==> src/rtl/gpio_apb_arbiter.sv <==
// gpio_apb_arbiter: round-robin arbiter that shares the GPIO APB4 slave port
// between NUM_REQ requesters. It accepts one command per grant, runs the
// SETUP/ACCESS phases, routes the completion back to the owner and aborts a
// transfer whose PREADY never arrives.
module gpio_apb_arbiter #(
  parameter int NUM_REQ = 2,
  parameter int ADDR_W  = 4,
  parameter int DATA_W  = 32,
  parameter int TIMEOUT = 16
) (
  input  logic                      clk,
  input  logic                      rst,
  input  logic [NUM_REQ-1:0]        req_valid,
  output logic [NUM_REQ-1:0]        req_ready,
  input  logic [NUM_REQ-1:0]        req_write,
  input  logic [NUM_REQ*ADDR_W-1:0] req_addr,
  input  logic [NUM_REQ*DATA_W-1:0] req_wdata,
  output logic [NUM_REQ-1:0]        rsp_valid,
  output logic [DATA_W-1:0]         rsp_rdata,
  output logic                      rsp_err,
  output logic                      m_psel,
  output logic                      m_penable,
  output logic                      m_pwrite,
  output logic [ADDR_W-1:0]         m_paddr,
  output logic [DATA_W-1:0]         m_pwdata,
  input  logic [DATA_W-1:0]         m_prdata,
  input  logic                      m_pready,
  input  logic                      m_pslverr
);

  localparam int PTR_W = (NUM_REQ > 1) ? $clog2(NUM_REQ) : 1;
  localparam int CNT_W = (TIMEOUT > 1) ? $clog2(TIMEOUT) : 1;

  typedef enum logic [1:0] {IDLE, SETUP, ACCESS} state_e;

  state_e               state_q,     state_d;
  logic [PTR_W-1:0]     ptr_q,       ptr_d;
  logic [PTR_W-1:0]     owner_q,     owner_d;
  logic [CNT_W-1:0]     cnt_q,       cnt_d;
  logic                 psel_q,      psel_d;
  logic                 penable_q,   penable_d;
  logic                 pwrite_q,    pwrite_d;
  logic [ADDR_W-1:0]    paddr_q,     paddr_d;
  logic [DATA_W-1:0]    pwdata_q,    pwdata_d;
  logic [NUM_REQ-1:0]   rsp_valid_q, rsp_valid_d;
  logic [DATA_W-1:0]    rsp_rdata_q, rsp_rdata_d;
  logic                 rsp_err_q,   rsp_err_d;

  logic                 gnt_found;
  logic [PTR_W-1:0]     gnt_idx;
  logic                 timeout_hit;

  // Round-robin search: first valid requester at or above the pointer, wrapping.
  always_comb begin
    int idx;
    // NOTE: every combinational output gets a default before any branch so no
    // path leaves it unassigned, which would otherwise infer a latch.
    gnt_found = 1'b0;
    gnt_idx   = '0;
    idx       = 0;
    for (int i = 0; i < NUM_REQ; i++) begin
      idx = int'(ptr_q) + i;
      if (idx >= NUM_REQ) idx = idx - NUM_REQ;
      if (!gnt_found && req_valid[idx]) begin
        gnt_found = 1'b1;
        gnt_idx   = PTR_W'(idx);
      end
    end
  end

  // Accept handshake is combinational and only offered while IDLE.
  always_comb begin
    req_ready = '0;
    if (state_q == IDLE && gnt_found) req_ready[gnt_idx] = 1'b1;
  end

  assign timeout_hit = (TIMEOUT != 0) && (cnt_q == CNT_W'(TIMEOUT - 1));

  // Next-state and next-output logic for the APB sequencer.
  always_comb begin
    state_d     = state_q;
    ptr_d       = ptr_q;
    owner_d     = owner_q;
    cnt_d       = cnt_q;
    psel_d      = psel_q;
    penable_d   = penable_q;
    pwrite_d    = pwrite_q;
    paddr_d     = paddr_q;
    pwdata_d    = pwdata_q;
    rsp_valid_d = '0;
    rsp_rdata_d = rsp_rdata_q;
    rsp_err_d   = rsp_err_q;
    case (state_q)
      IDLE: begin
        if (gnt_found) begin
          pwrite_d = req_write[gnt_idx];
          paddr_d  = req_addr[int'(gnt_idx)*ADDR_W +: ADDR_W];
          pwdata_d = req_wdata[int'(gnt_idx)*DATA_W +: DATA_W];
          psel_d   = 1'b1;
          owner_d  = gnt_idx;
          ptr_d    = (int'(gnt_idx) == NUM_REQ - 1) ? '0 : gnt_idx + 1'b1;
          state_d  = SETUP;
        end
      end
      SETUP: begin
        penable_d = 1'b1;
        cnt_d     = '0;
        state_d   = ACCESS;
      end
      ACCESS: begin
        if (m_pready) begin
          if (!pwrite_q) rsp_rdata_d = m_prdata;
          rsp_err_d            = m_pslverr;
          rsp_valid_d[owner_q] = 1'b1;
          psel_d               = 1'b0;
          penable_d            = 1'b0;
          state_d              = IDLE;
        end else if (timeout_hit) begin
          rsp_err_d            = 1'b1;
          rsp_rdata_d          = '0;
          rsp_valid_d[owner_q] = 1'b1;
          psel_d               = 1'b0;
          penable_d            = 1'b0;
          state_d              = IDLE;
        end else if (TIMEOUT != 0) begin
          cnt_d = cnt_q + 1'b1;
        end
      end
      default: state_d = IDLE;
    endcase
  end

  // State and registered outputs; reset aborts any transfer without a response.
  always_ff @(posedge clk) begin
    // NOTE: non-blocking assignments so every flop samples pre-edge values.
    if (rst) begin
      state_q     <= IDLE;
      ptr_q       <= '0;
      owner_q     <= '0;
      cnt_q       <= '0;
      psel_q      <= 1'b0;
      penable_q   <= 1'b0;
      pwrite_q    <= 1'b0;
      paddr_q     <= '0;
      pwdata_q    <= '0;
      rsp_valid_q <= '0;
      rsp_rdata_q <= '0;
      rsp_err_q   <= 1'b0;
    end else begin
      state_q     <= state_d;
      ptr_q       <= ptr_d;
      owner_q     <= owner_d;
      cnt_q       <= cnt_d;
      psel_q      <= psel_d;
      penable_q   <= penable_d;
      pwrite_q    <= pwrite_d;
      paddr_q     <= paddr_d;
      pwdata_q    <= pwdata_d;
      rsp_valid_q <= rsp_valid_d;
      rsp_rdata_q <= rsp_rdata_d;
      rsp_err_q   <= rsp_err_d;
    end
  end

  assign m_psel    = psel_q;
  assign m_penable = penable_q;
  assign m_pwrite  = pwrite_q;
  assign m_paddr   = paddr_q;
  assign m_pwdata  = pwdata_q;
  assign rsp_valid = rsp_valid_q;
  assign rsp_rdata = rsp_rdata_q;
  assign rsp_err   = rsp_err_q;

endmodule

==> config.mk <==
export PLATFORM = sky130hd
export DESIGN_NAME = gpio_apb_arbiter
export DESIGN_NICKNAME = d
export VERILOG_FILES = /design/src/rtl/gpio_apb_arbiter.sv
export SDC_FILE = /design/constraint.sdc
export NUM_CORES = 1
export LEC_CHECK = 0
export CELL_PAD_IN_SITES_DETAIL_PLACEMENT = 2
export CELL_PAD_IN_SITES_GLOBAL_PLACEMENT = 2
export CORE_MARGIN = 3
export CORE_UTILIZATION = 23
export DETAILED_ROUTE_END_ITERATION = 7
export GPL_TIMING_DRIVEN = 0
export PLACE_DENSITY = 0.88
export SLEW_MARGIN = 20
export SYNTH_ARGS = -nofsm -noshare
export SYNTH_HDL_FRONTEND = slang
export SYNTH_SLANG_ARGS = --single-unit
==> constraint.sdc <==
create_clock -name clk -period 3 [get_ports clk]
set_clock_uncertainty 0.15 [all_clocks]
set_input_delay 0.9 -clock clk [delete_from_list [all_inputs] [get_ports clk]]
set_output_delay 0.9 -clock clk [all_outputs]
set_load 0.01 [all_outputs]
==> metrics.txt, run 1 <==
# TYPE chip_impl_metric gauge
chip_impl_metric{name="hpwlAfterDp",unit="µm"} 12800
chip_impl_metric{name="synth_edf_count",unit=""} 0
chip_impl_info{name="outcome",value="completed"} 1
chip_impl_metric{name="maximum_number_of_pins_on_one_net_before_global_route_repair",unit=""} 20
chip_impl_metric{name="area_growth_syn_to_layout",unit="%"} 66.8
chip_impl_metric{name="design_power",unit="µW"} 3010
chip_impl_metric{name="achievable-frequency",unit="MHz"} 341
chip_impl_metric{name="r2r.worst_path.cells",unit=""} 4
chip_impl_info{name="tritoncts",value="yes"} 1
chip_impl_metric{name="place.port_buffers",unit=""} 186
chip_impl_metric{name="vias_in_the_first_global_route",unit=""} 4920
chip_impl_metric{name="place_congestion",unit=""} 0.884
chip_impl_metric{name="wire_per_inst",unit="µm"} 19.7
chip_impl_metric{name="drt_first_pass_iters",unit=""} 4
chip_impl_metric{name="grt_use_met1",unit="%"} 21.4
chip_impl_metric{name="io-pin-count",unit=""} 188
chip_impl_metric{name="grt.total_usage",unit="%"} 19.1
chip_impl_metric{name="die-area",unit="µm²"} 17500
chip_impl_metric{name="required",unit="ps"} 1950
chip_impl_metric{name="drt_drc_violations_left",unit=""} 0
chip_impl_metric{name="met3_usage",unit="%"} 7.02
chip_impl_metric{name="netlist_area_before_placement",unit="µm²"} 3660
chip_impl_metric{name="max-slew-margin-rel",unit="%"} 60.5
chip_impl_info{name="holdCritStartpoint",value="owner_q$_SDFFE_PP0N_"} 1
chip_impl_metric{name="syn_nets",unit=""} 551
chip_impl_info{name="post-synth-top-count-cell",value="sky130_fd_sc_hd__dfxtp_1"} 1
chip_impl_metric{name="gate_count_of_the_mapped_netlist",unit=""} 438
chip_impl_metric{name="grt_overflow",unit=""} 0
chip_impl_info{name="netlist.top_cell.by_area",value="sky130_fd_sc_hd__dfxtp_1"} 1
chip_impl_metric{name="clock_path_buffers",unit=""} 2
chip_impl_info{name="min_delay_worst_endpoint",value="rsp_valid[0]$_SDFF_PP0_"} 1
chip_impl_metric{name="asyncSetResetFlopFracSynth",unit="%"} 0
chip_impl_info{name="synth_commonest_cells",value="sky130_fd_sc_hd__dfxtp_1, sky130_fd_sc_hd__nand3_1, sky130_fd_sc_hd__o21ai_1"} 1
chip_impl_info{name="netlist_top_cells_area",value="sky130_fd_sc_hd__dfxtp_1, sky130_fd_sc_hd__a31oi_1, sky130_fd_sc_hd__o211ai_1"} 1
chip_impl_metric{name="nNetsFinal",unit=""} 750
chip_impl_metric{name="number_of_buffers_added_by_the_clock_tree_synthesis_step",unit=""} 9
chip_impl_metric{name="place_worst_setup_slack",unit="ps"} -892
chip_impl_metric{name="insertion_delay",unit="ps"} 350
chip_impl_metric{name="setup_slack",unit="ps"} 64.4
chip_impl_metric{name="timing_hold_violations_final",unit=""} 0
chip_impl_metric{name="syn_avg_cell_area",unit="µm²"} 8.36
chip_impl_metric{name="ys_warn_count",unit=""} 0
chip_impl_metric{name="grt_first_pass_wirelength",unit="µm"} 27000
chip_impl_metric{name="switching_share",unit="%"} 27.8
chip_impl_metric{name="tritoncts_num_sinks",unit=""} 82
chip_impl_metric{name="synth-seq-cells",unit=""} 82
chip_impl_info{name="ctsRootBufferMaster",value="sky130_fd_sc_hd__clkbuf_16"} 1
chip_impl_metric{name="power_switching",unit="µW"} 838
chip_impl_metric{name="layout_min_cycle_time",unit="ps"} 2940
chip_impl_metric{name="met2_usage",unit="%"} 33.5
chip_impl_metric{name="routed-via-count",unit=""} 4333
chip_impl_metric{name="hold_ws",unit="ps"} 311
chip_impl_metric{name="yosysTopAreaCellShare",unit="%"} 44.8
chip_impl_info{name="worstSetupEndpointType",value="output pin"} 1
chip_impl_metric{name="initial_antenna_violation_count",unit=""} 1
chip_impl_info{name="rsz0062_at_grt",value="false"} 1
chip_impl_metric{name="die_h",unit="µm"} 132
chip_impl_metric{name="share_seq_of_total_power",unit="%"} 39.9
chip_impl_metric{name="intPower",unit="µW"} 2180
chip_impl_info{name="synth_top_flop_cell",value="sky130_fd_sc_hd__dfxtp_1"} 1
chip_impl_info{name="holdCritPathClass",value="flop to flop"} 1
chip_impl_metric{name="clock_tree.htree_level_count",unit=""} 3
chip_impl_metric{name="floorplan.rows",unit=""} 45
chip_impl_metric{name="timing_worst_slew_pin_value",unit="ps"} 593
chip_impl_metric{name="die_width",unit="µm"} 132
chip_impl_metric{name="ant_nets",unit=""} 0
chip_impl_info{name="grt_busiest_layer",value="met2"} 1
chip_impl_metric{name="cp.arrival",unit="ps"} 1890
chip_impl_metric{name="worstPathMaxFanout",unit=""} 10
chip_impl_metric{name="routed_via_density",unit=""} 5.07
chip_impl_metric{name="layout.core_utilization",unit="%"} 39.7
chip_impl_metric{name="tns",unit="ps"} 0
chip_impl_metric{name="final_layout_size_suffix_gt1_share",unit="%"} 9.03
chip_impl_metric{name="start_util",unit="%"} 23.8
chip_impl_metric{name="yosys.cell_types.count",unit=""} 37
chip_impl_metric{name="timing.final.max_slew_violations",unit=""} 0
chip_impl_metric{name="power.share.clock",unit="%"} 37.6
chip_impl_metric{name="total_leakage_power",unit="µW"} 0.00206
chip_impl_info{name="worstReg2RegEnd",value="m_pwdata[25]$_SDFFE_PP0N_"} 1
chip_impl_metric{name="final_min_period_over_clock_period",unit="%"} 97.9
chip_impl_metric{name="synth-seq-area-share",unit="%"} 44.8
chip_impl_metric{name="p_comb_share",unit="%"} 22.4
chip_impl_metric{name="drt_wl_total",unit="µm"} 16800
chip_impl_metric{name="timing.hold.worst_path_depth",unit=""} 1
chip_impl_metric{name="max_cap_viol_count",unit=""} 0
chip_impl_info{name="r2r-start",value="state_q[0]$_SDFFE_PP0P_"} 1
chip_impl_metric{name="path_clk_slew",unit="ps"} 70
chip_impl_metric{name="reg2reg_setup_slack",unit="ps"} 1230
chip_impl_info{name="worstSetupPathType",value="input port to output pin"} 1
chip_impl_metric{name="core_area",unit="µm²"} 15400
chip_impl_info{name="start_kind",value="input port"} 1
chip_impl_metric{name="detailedRoute.firstIterationViolations",unit=""} 144
chip_impl_metric{name="final_setup_violation_count",unit=""} 0
chip_impl_metric{name="powerDensity",unit="nW/µm²"} 494
chip_impl_metric{name="ir_worst_vdd",unit="µV"} 271
[through the flow]
stage / cells / area [µm²]
2_1_floorplan: 438 / 3660
4_1_cts: 852 / 6110
3_5_place_dp: 835 / 5790
3_3_place_gp: 835 / 5790
6_report: 854 / 6110
5_1_grt: 854 / 6110
[timing repair]
action / CTS / global route
hold buffers: 0 / 0
pin swaps: 1 / 1
endpoints found under the setup margin: 2 / 2
resized for setup: 17 / 6
setup buffers: 2 / 1
[routing by layer]
layer  wire [µm]  vias up  part of all wire (%)
li1            -     2042                     -
met1        6810     2105                    41
met2        8310      162                    49
met3        1400       24                   8.3
met4         299        0                   1.8
met5           0        -                     0
[cells by family (layout without fill, tap and decap cells)]
family                   after synthesis  in the layout  synth area share, %
AO/OA/AOI/OAI                        158            158                 26.1
adder cells (fa/ha/maj)                1              1                0.342
buffers and inverters                 60            264                 8.82
flip-flops                            82             82                 44.8
other                                  0              1                    0
AND/OR/NAND/NOR                      137            137                 19.9
[cell type report]
cell class | instances | area [µm²]
antenna | 1 | 2.50
buffer | 53 | 315
clock buffer | 12 | 246
clock inverter | 4 | 48.8
fill | 1702 | 9260
inverter | 6 | 22.5
multi-input combinational | 296 | 1700
sequential | 82 | 1640
tap | 211 | 264
timing repair buffer | 189 | 1870
[worst max-delay path by stage]
stage | startpoint | endpoint | slack, ps | depth (start not counted)
floorplan | req_valid[1] | req_ready[0] | 390 | 5
global placement | req_valid[1] | req_ready[1] | -840 | 6
detailed placement | req_valid[1] | req_ready[1] | -890 | 6
CTS | req_valid[1] | req_ready[0] | 10 | 7
global route | req_valid[1] | req_ready[0] | 40 | 7
finish | req_valid[1] | req_ready[0] | 60 | 7
[registers in the layout, summed over array words and instances, names as in the netlist]
name       flops
m_paddr        4
rsp_valid      2
m_psel         1
ptr_q          1
m_penable      1
m_pwdata      32
rsp_err        1
state_q        2
cnt_q          4
rsp_rdata     32
owner_q        1
m_pwrite       1
[placed cells by master (no fill, tap or decap), drive strengths merged, types with 2 or more instances in the layout]
master,count
clkdlybuf4s50,182
nand4bb,2
buf,39
clkinv,2
inv,7
dfxtp,82
nand2,36
nor3,4
nand3,40
a21oi,37
nor2b,2
o211ai,32
o21ai,42
nand2b,2
nand4,38
nor3b,2
clkbuf,32
a31oi,39
a31o,2
a211oi,2
nor2,5
[critical path: stages]
cell and delay (ps):
sky130_fd_sc_hd__buf_2 150, sky130_fd_sc_hd__a211oi_4 280, sky130_fd_sc_hd__buf_6 140, sky130_fd_sc_hd__buf_6 140
sky130_fd_sc_hd__nand2_2 80, sky130_fd_sc_hd__inv_1 50, sky130_fd_sc_hd__buf_2 140
[power by group through the flow]
stage,Clock (µW),Combinational (µW),Sequential [µW]
after global placement,0,644,1220
after detailed placement,0,664,1230
after global routing,1210,734,1210
final,1130,676,1200
after floorplan,0,256,1240
after CTS,1160,677,1200
(Power assumes the default switching activity.)
==> run 2, diff against run 1 <==
==> config.mk (replaced) <==
export PLATFORM = sky130hd
export DESIGN_NAME = gpio_apb_arbiter
export DESIGN_NICKNAME = d
export VERILOG_FILES = /design/src/rtl/gpio_apb_arbiter.sv
export SDC_FILE = /design/constraint.sdc
export NUM_CORES = 1
export LEC_CHECK = 0
export CORE_MARGIN = 3
export CORE_UTILIZATION = 43
export DETAILED_ROUTE_END_ITERATION = 7
export GPL_TIMING_DRIVEN = 0
export PLACE_DENSITY = 0.89
export SKIP_LAST_GASP = 1
export SLEW_MARGIN = 5
export SYNTH_ARGS = -nofsm -noshare
export SYNTH_HDL_FRONTEND = slang
export SYNTH_SLANG_ARGS = --single-unit
==> metrics.txt, run 2 (synthesis results as in run 1) <==
# TYPE chip_impl_metric gauge
chip_impl_metric{name="area_growth_syn_to_layout",unit="%"} 60.4
chip_impl_metric{name="antenna_cells",unit=""} 0
chip_impl_info{name="crit_chain",value="dlygate4sd2_1 > nand2b_1 > clkbuf_8 > nand3_1 > inv_1 > clkdlybuf4s15_2"} 1
chip_impl_metric{name="final_setup_violation_count",unit=""} 0
chip_impl_metric{name="achievable-frequency",unit="MHz"} 341
chip_impl_metric{name="number_of_buffers_added_by_the_clock_tree_synthesis_step",unit=""} 9
chip_impl_metric{name="r2r.worst_path.cells",unit=""} 6
chip_impl_metric{name="drt_first_pass_iters",unit=""} 5
chip_impl_metric{name="ir_worst_vdd",unit="µV"} 246
chip_impl_metric{name="clock_path_buffers",unit=""} 2
chip_impl_metric{name="die_width",unit="µm"} 98.3
chip_impl_metric{name="insertion_delay",unit="ps"} 350
chip_impl_info{name="critical_path.slowest_cell",value="sky130_fd_sc_hd__dlygate4sd2_1"} 1
chip_impl_metric{name="grt.total_usage",unit="%"} 25.9
chip_impl_metric{name="die-area",unit="µm²"} 9660
chip_impl_metric{name="timing_worst_slew_pin_value",unit="ps"} 613
chip_impl_info{name="layout_commonest_cell",value="sky130_fd_sc_hd__clkdlybuf4s50_1"} 1
chip_impl_metric{name="detailedRoute.firstIterationViolations",unit=""} 255
chip_impl_metric{name="die_h",unit="µm"} 98.3
chip_impl_info{name="worstReg2RegEnd",value="m_pwdata[23]$_SDFFE_PP0N_"} 1
chip_impl_info{name="r2r-start",value="ptr_q$_SDFFE_PP0N_"} 1
chip_impl_metric{name="instances_no_fill",unit=""} 745
chip_impl_metric{name="cp.arrival",unit="ps"} 1880
chip_impl_metric{name="place_congestion",unit=""} 0.867
chip_impl_metric{name="path_clk_slew",unit="ps"} 80
chip_impl_metric{name="core_area",unit="µm²"} 8260
chip_impl_metric{name="io-pin-count",unit=""} 188
chip_impl_metric{name="critPathMaxStageDelay",unit="ps"} 270
chip_impl_metric{name="vias_in_the_first_global_route",unit=""} 4359
chip_impl_metric{name="reg2reg_setup_slack",unit="ps"} 1280
chip_impl_info{name="rsz0062_at_grt",value="false"} 1
chip_impl_metric{name="floorplan.rows",unit=""} 33
chip_impl_info{name="worstSetupPathType",value="input port to output pin"} 1
chip_impl_metric{name="powerDensity",unit="nW/µm²"} 455
chip_impl_metric{name="ctsHoldBuffers",unit=""} 0
chip_impl_metric{name="ant_nets",unit=""} 0
chip_impl_metric{name="maximum_number_of_pins_on_one_net_before_global_route_repair",unit=""} 14
chip_impl_info{name="worstSetupEndpointType",value="output pin"} 1
chip_impl_metric{name="required",unit="ps"} 1950
chip_impl_metric{name="worstPathMaxFanout",unit=""} 10
chip_impl_info{name="most-common-layout-cells",value="sky130_fd_sc_hd__clkdlybuf4s50_1, sky130_fd_sc_hd__dfxtp_1, sky130_fd_sc_hd__nand3_1, sky130_fd_sc_hd__o21ai_1, sky130_fd_sc_hd__a31oi_1"} 1
chip_impl_metric{name="tritoncts_num_sinks",unit=""} 82
chip_impl_metric{name="routed_via_density",unit=""} 5.83
chip_impl_metric{name="grt_first_pass_wirelength",unit="µm"} 20700
chip_impl_metric{name="fillers",unit=""} 656
chip_impl_metric{name="total_leakage_power",unit="µW"} 0.00201
chip_impl_metric{name="max-slew-margin-rel",unit="%"} 59.1
chip_impl_metric{name="clock_tree.htree_level_count",unit=""} 3
chip_impl_info{name="crit_path_start",value="req_valid[0]"} 1
chip_impl_info{name="worstSetupEndpoint",value="req_ready[1]"} 1
chip_impl_metric{name="drt_wl_total",unit="µm"} 13000
chip_impl_metric{name="routed-via-count",unit=""} 4342
chip_impl_metric{name="grt_overflow",unit=""} 0
chip_impl_metric{name="start_util",unit="%"} 44.3
chip_impl_info{name="ctsRootBufferMaster",value="sky130_fd_sc_hd__clkbuf_8"} 1
chip_impl_metric{name="initial_antenna_violation_count",unit=""} 0
chip_impl_metric{name="layout_min_cycle_time",unit="ps"} 2930
chip_impl_metric{name="wire_per_inst",unit="µm"} 17.5
chip_impl_metric{name="max_cap_viol_count",unit=""} 0
chip_impl_metric{name="hpwlAfterDp",unit="µm"} 9790
chip_impl_info{name="outcome",value="completed"} 1
chip_impl_info{name="holdCritPathClass",value="flop to flop"} 1
chip_impl_metric{name="post-place-cells",unit=""} 729
chip_impl_metric{name="timing_hold_violations_final",unit=""} 0
chip_impl_info{name="start_kind",value="input port"} 1
chip_impl_metric{name="final_layout_size_suffix_gt1_share",unit="%"} 8.91
chip_impl_metric{name="final_min_period_over_clock_period",unit="%"} 97.7
chip_impl_metric{name="timing.final.max_slew_violations",unit=""} 0
chip_impl_info{name="tritoncts",value="yes"} 1
chip_impl_metric{name="place.port_buffers",unit=""} 186
chip_impl_metric{name="drt_drc_violations_left",unit=""} 0
chip_impl_metric{name="layout.core_utilization",unit="%"} 71.1
chip_impl_metric{name="nNetsFinal",unit=""} 749
[run 2: cell type report]
type	count	area [µm²]	share of cell area, %
repair buffers	188	1870	31.8
well taps	105	131	2.24
flip-flops and latches	82	1640	28.0
inverters	6	22.5	0.384
clock inverters	4	51.3	0.874
plain buffers	53	309	5.26
multi-input cells	296	1700	28.9
clock buffers	11	151	2.58
[run 2: how the worst min path moves through the flow]
stage / slack [ps] / cells after the start / from / endpoint
finish: 330 / 1 / owner_q$_SDFFE_PP0N_ / rsp_valid[0]$_SDFF_PP0_
global route: 350 / 1 / owner_q$_SDFFE_PP0N_ / rsp_valid[0]$_SDFF_PP0_
CTS: 340 / 1 / owner_q$_SDFFE_PP0N_ / rsp_valid[0]$_SDFF_PP0_
detailed placement: 330 / 1 / owner_q$_SDFFE_PP0N_ / rsp_valid[0]$_SDFF_PP0_
global placement: 320 / 1 / owner_q$_SDFFE_PP0N_ / rsp_valid[0]$_SDFF_PP0_
floorplan: 260 / 1 / owner_q$_SDFFE_PP0N_ / rsp_valid[0]$_SDFF_PP0_
[run 2: metal layers]
metal / up-vias / routed length (µm) / track usage [%]
met1: 2021 / 5080 / 31.0
met2: 256 / 6290 / 45.1
met4: 0 / 267 / 8.30
met3: 25 / 1360 / 7.14
met5: - / 0 / 0
li1: 2040 / - / -
[run 2: where the power goes]
| group | switching, µW | total [µW] | leakage (µW) | internal, µW |
|---|---|---|---|---|
| Clock | 390 | 816 | 0.000101 | 426 |
| Combinational | 305 | 653 | 0.00123 | 348 |
| Sequential | 44.1 | 1200 | 0.000669 | 1160 |
| Total | 739 | 2670 | 0.00201 | 1930 |
[run 2: critical path, delay by kind of cell]
family        cells  cell delay (ps)
simple gates      2              220
buf+inv           4              760
[run 2: timing repair]
action                                  4_1_cts  5_1_grt
endpoints found under the setup margin        2        2
pin swaps                                     1        1
gates resized for setup                      15        3
buffers inserted                              2        0
[run 2: metrics by stage]
step / instance area [µm²] / total power [µW] / TNS (ps) / hold slack, ps / setup slack, ps
after floorplan: 3660 / 1500 / 0 / 259 / 392
after global placement: 5650 / 1850 / -1640 / 315 / -836
after detailed placement: 5650 / 1860 / -1690 / 326 / -848
after CTS: 5880 / 2680 / 0 / 342 / 11.8
after global routing: 5870 / 2770 / 0 / 347 / 5.01
final: 5870 / 2670 / 0 / 331 / 68.9
==> run 3, diff against run 2 <==
--- a/config.mk
+++ b/config.mk
@@ -5,11 +5,9 @@
 export SDC_FILE = /design/constraint.sdc
 export NUM_CORES = 1
 export LEC_CHECK = 0
-export CORE_MARGIN = 3
-export CORE_UTILIZATION = 43
+export CORE_UTILIZATION = 25
 export DETAILED_ROUTE_END_ITERATION = 7
 export GPL_TIMING_DRIVEN = 0
-export PLACE_DENSITY = 0.89
 export SKIP_LAST_GASP = 1
 export SLEW_MARGIN = 5
 export SYNTH_ARGS = -nofsm -noshare
==> metrics.txt, run 3 (synthesis results as in run 1) <==
# TYPE chip_impl_metric gauge
chip_impl_info{name="outcome",value="completed"} 1
chip_impl_metric{name="setup_slack",unit="ps"} 63.2
chip_impl_info{name="holdCritPathClass",value="flop to flop"} 1
chip_impl_metric{name="max_cap_viol_count",unit=""} 0
chip_impl_metric{name="drt_drc_violations_left",unit=""} 0
chip_impl_metric{name="die_width",unit="µm"} 123
chip_impl_metric{name="total_leakage_power",unit="µW"} 0.00206
chip_impl_info{name="holdCritStartpoint",value="owner_q$_SDFFE_PP0N_"} 1
chip_impl_info{name="worstReg2RegEnd",value="m_pwdata[16]$_SDFFE_PP0N_"} 1
chip_impl_metric{name="tns",unit="ps"} 0
chip_impl_metric{name="maximum_number_of_pins_on_one_net_before_global_route_repair",unit=""} 20
chip_impl_metric{name="fillers",unit=""} 1454
chip_impl_metric{name="die_h",unit="µm"} 123
chip_impl_metric{name="achievable-frequency",unit="MHz"} 341
chip_impl_metric{name="drt_first_pass_iters",unit=""} 4
chip_impl_metric{name="grt_first_pass_wirelength",unit="µm"} 20400
chip_impl_metric{name="worst-path-stages",unit=""} 6
chip_impl_info{name="tritoncts",value="yes"} 1
chip_impl_info{name="layout_commonest_cell",value="sky130_fd_sc_hd__clkdlybuf4s50_1"} 1
chip_impl_metric{name="wire_per_inst",unit="µm"} 16.1
chip_impl_metric{name="insertion_delay",unit="ps"} 340
chip_impl_info{name="crit_path_start",value="req_valid[0]"} 1
chip_impl_info{name="most-common-layout-cells",value="sky130_fd_sc_hd__clkdlybuf4s50_1, sky130_fd_sc_hd__dfxtp_1, sky130_fd_sc_hd__nand3_1, sky130_fd_sc_hd__o21ai_1, sky130_fd_sc_hd__a31oi_1"} 1
chip_impl_metric{name="start_util",unit="%"} 26.0
chip_impl_metric{name="place_worst_setup_slack",unit="ps"} -847
chip_impl_metric{name="final_layout_size_suffix_gt1_share",unit="%"} 8.59
chip_impl_metric{name="design_area",unit="µm²"} 6080
chip_impl_metric{name="place_congestion",unit=""} 0.797
chip_impl_metric{name="area_growth_syn_to_layout",unit="%"} 66.2
chip_impl_metric{name="grt_overflow",unit=""} 0
chip_impl_metric{name="path_clk_slew",unit="ps"} 60
chip_impl_metric{name="antenna_cells",unit=""} 0
chip_impl_info{name="critical_path.slowest_cell",value="sky130_fd_sc_hd__dlygate4sd2_1"} 1
chip_impl_metric{name="ant_nets",unit=""} 0
chip_impl_metric{name="clock_path_buffers",unit=""} 2
chip_impl_metric{name="number_of_buffers_added_by_the_clock_tree_synthesis_step",unit=""} 9
chip_impl_metric{name="hpwlAfterDp",unit="µm"} 10100
chip_impl_metric{name="final_min_period_over_clock_period",unit="%"} 97.9
chip_impl_metric{name="powerDensity",unit="nW/µm²"} 500
chip_impl_metric{name="grt.total_usage",unit="%"} 17.5
chip_impl_info{name="worstSetupPathType",value="input port to output pin"} 1
chip_impl_metric{name="final_setup_violation_count",unit=""} 0
chip_impl_metric{name="critical_path_buf_inv_count",unit=""} 4
chip_impl_metric{name="footprint_of_the_multi_input_gates",unit="µm²"} 1700
chip_impl_metric{name="clock_tree.htree_level_count",unit=""} 3
chip_impl_metric{name="timing_worst_slew_pin_value",unit="ps"} 562
chip_impl_metric{name="place_area",unit="µm²"} 5750
chip_impl_metric{name="timing_hold_violations_final",unit=""} 0
chip_impl_metric{name="worstPathMaxFanout",unit=""} 10
chip_impl_metric{name="design_power",unit="µW"} 3040
chip_impl_metric{name="ir_worst_vdd",unit="µV"} 278
chip_impl_info{name="ctsRootBufferMaster",value="sky130_fd_sc_hd__clkbuf_16"} 1
chip_impl_info{name="rsz0062_at_grt",value="true"} 1
chip_impl_metric{name="ctsHoldBuffers",unit=""} 0
chip_impl_metric{name="max-slew-margin-rel",unit="%"} 62.6
chip_impl_metric{name="timing.final.max_slew_violations",unit=""} 0
chip_impl_metric{name="vias_in_the_first_global_route",unit=""} 4298
chip_impl_metric{name="hold_ws",unit="ps"} 304
chip_impl_metric{name="tritoncts_num_sinks",unit=""} 82
chip_impl_metric{name="initial_antenna_violation_count",unit=""} 0
chip_impl_info{name="start_kind",value="input port"} 1
chip_impl_metric{name="r2r.worst_path.cells",unit=""} 7
chip_impl_metric{name="area.sequential",unit="µm²"} 1640
chip_impl_info{name="cpLargestDelayFamily",value="buffers and inverters"} 1
chip_impl_metric{name="cp.arrival",unit="ps"} 1890
chip_impl_metric{name="layout_min_cycle_time",unit="ps"} 2940
chip_impl_metric{name="required",unit="ps"} 1950
chip_impl_metric{name="drt_wl_total",unit="µm"} 13200
chip_impl_metric{name="io-pin-count",unit=""} 188
chip_impl_metric{name="die-area",unit="µm²"} 15100
chip_impl_info{name="worstSetupEndpointType",value="output pin"} 1
chip_impl_metric{name="critPathMaxStageDelay",unit="ps"} 270
chip_impl_metric{name="routed-via-count",unit=""} 4256
chip_impl_metric{name="core_area",unit="µm²"} 14100
chip_impl_info{name="crit_chain",value="dlygate4sd2_1 > nand2b_1 > clkbuf_8 > nand3_1 > inv_1 > clkdlybuf4s15_2"} 1
chip_impl_info{name="r2r-start",value="state_q[1]$_SDFFE_PP0P_"} 1
chip_impl_metric{name="routed_via_density",unit=""} 5.19
chip_impl_metric{name="floorplan.rows",unit=""} 43
chip_impl_info{name="worstSetupEndpoint",value="req_ready[1]"} 1
chip_impl_metric{name="place.port_buffers",unit=""} 186
chip_impl_metric{name="nNetsFinal",unit=""} 749
chip_impl_metric{name="reg2reg_setup_slack",unit="ps"} 1330
chip_impl_metric{name="detailedRoute.firstIterationViolations",unit=""} 249
run 3: stage by stage:
stage                     util [%]  std cells
after floorplan                  -        438
after CTS                     43.1        819
after global routing          43.2        820
after global placement        40.8        804
final                         43.2        820
after detailed placement      40.8        804
run 3: area by class of cell:
class,count,share of cell area [%]
Timing Repair Buffer,188,30.7
Multi-Input combinational cell,296,27.9
Sequential cell,82,27.0
Buffer,53,5.08
Clock buffer,13,4.28
Tap cell,180,3.70
Clock inverter,2,0.987
Inverter,6,0.370
run 3: worst reg2reg max path, stage by stage, from the launching register on:
cell and delay, ps:
sky130_fd_sc_hd__dfxtp_1 340, sky130_fd_sc_hd__buf_6 150, sky130_fd_sc_hd__a211oi_4 240, sky130_fd_sc_hd__buf_6 130, sky130_fd_sc_hd__buf_4 170, sky130_fd_sc_hd__buf_6 160
sky130_fd_sc_hd__nand3_1 90, sky130_fd_sc_hd__a31oi_1 170
run 3: how the worst min path moves through the flow:
stage,to,slack [ps],cells past startpoint
after floorplan,rsp_valid[0]$_SDFF_PP0_,260,1
after global placement,rsp_valid[0]$_SDFF_PP0_,290,1
after detailed placement,rsp_valid[0]$_SDFF_PP0_,300,1
after CTS,rsp_valid[0]$_SDFF_PP0_,310,1
after global routing,rsp_valid[0]$_SDFF_PP0_,320,1
final,rsp_valid[0]$_SDFF_PP0_,300,1
run 3: metal layers:
layer  vias up  share of wire [%]  global-route usage, %
li1       2042                  -                      -
met1      1965                 41                   18.8
met2       222                 46                   29.8
met3        27                 11                   7.01
met4         0                2.4                   8.51
met5         -                  0                      0
run 3: report_power, final:
| part | switching, µW | total, µW | internal [µW] |
|---|---|---|---|
| Sequential | 42.3 | 1200 | 1160 |
| Clock | 424 | 1190 | 770 |
| Combinational | 301 | 651 | 350 |
| Total | 767 | 3040 | 2280 |
run 3: repair_timing:
item / 4_1_cts / 5_1_grt
pin swaps: 1 / 1
setup endpoints to repair: 2 / 2
buffers inserted: 1 / 1
resized for setup: 15 / 4
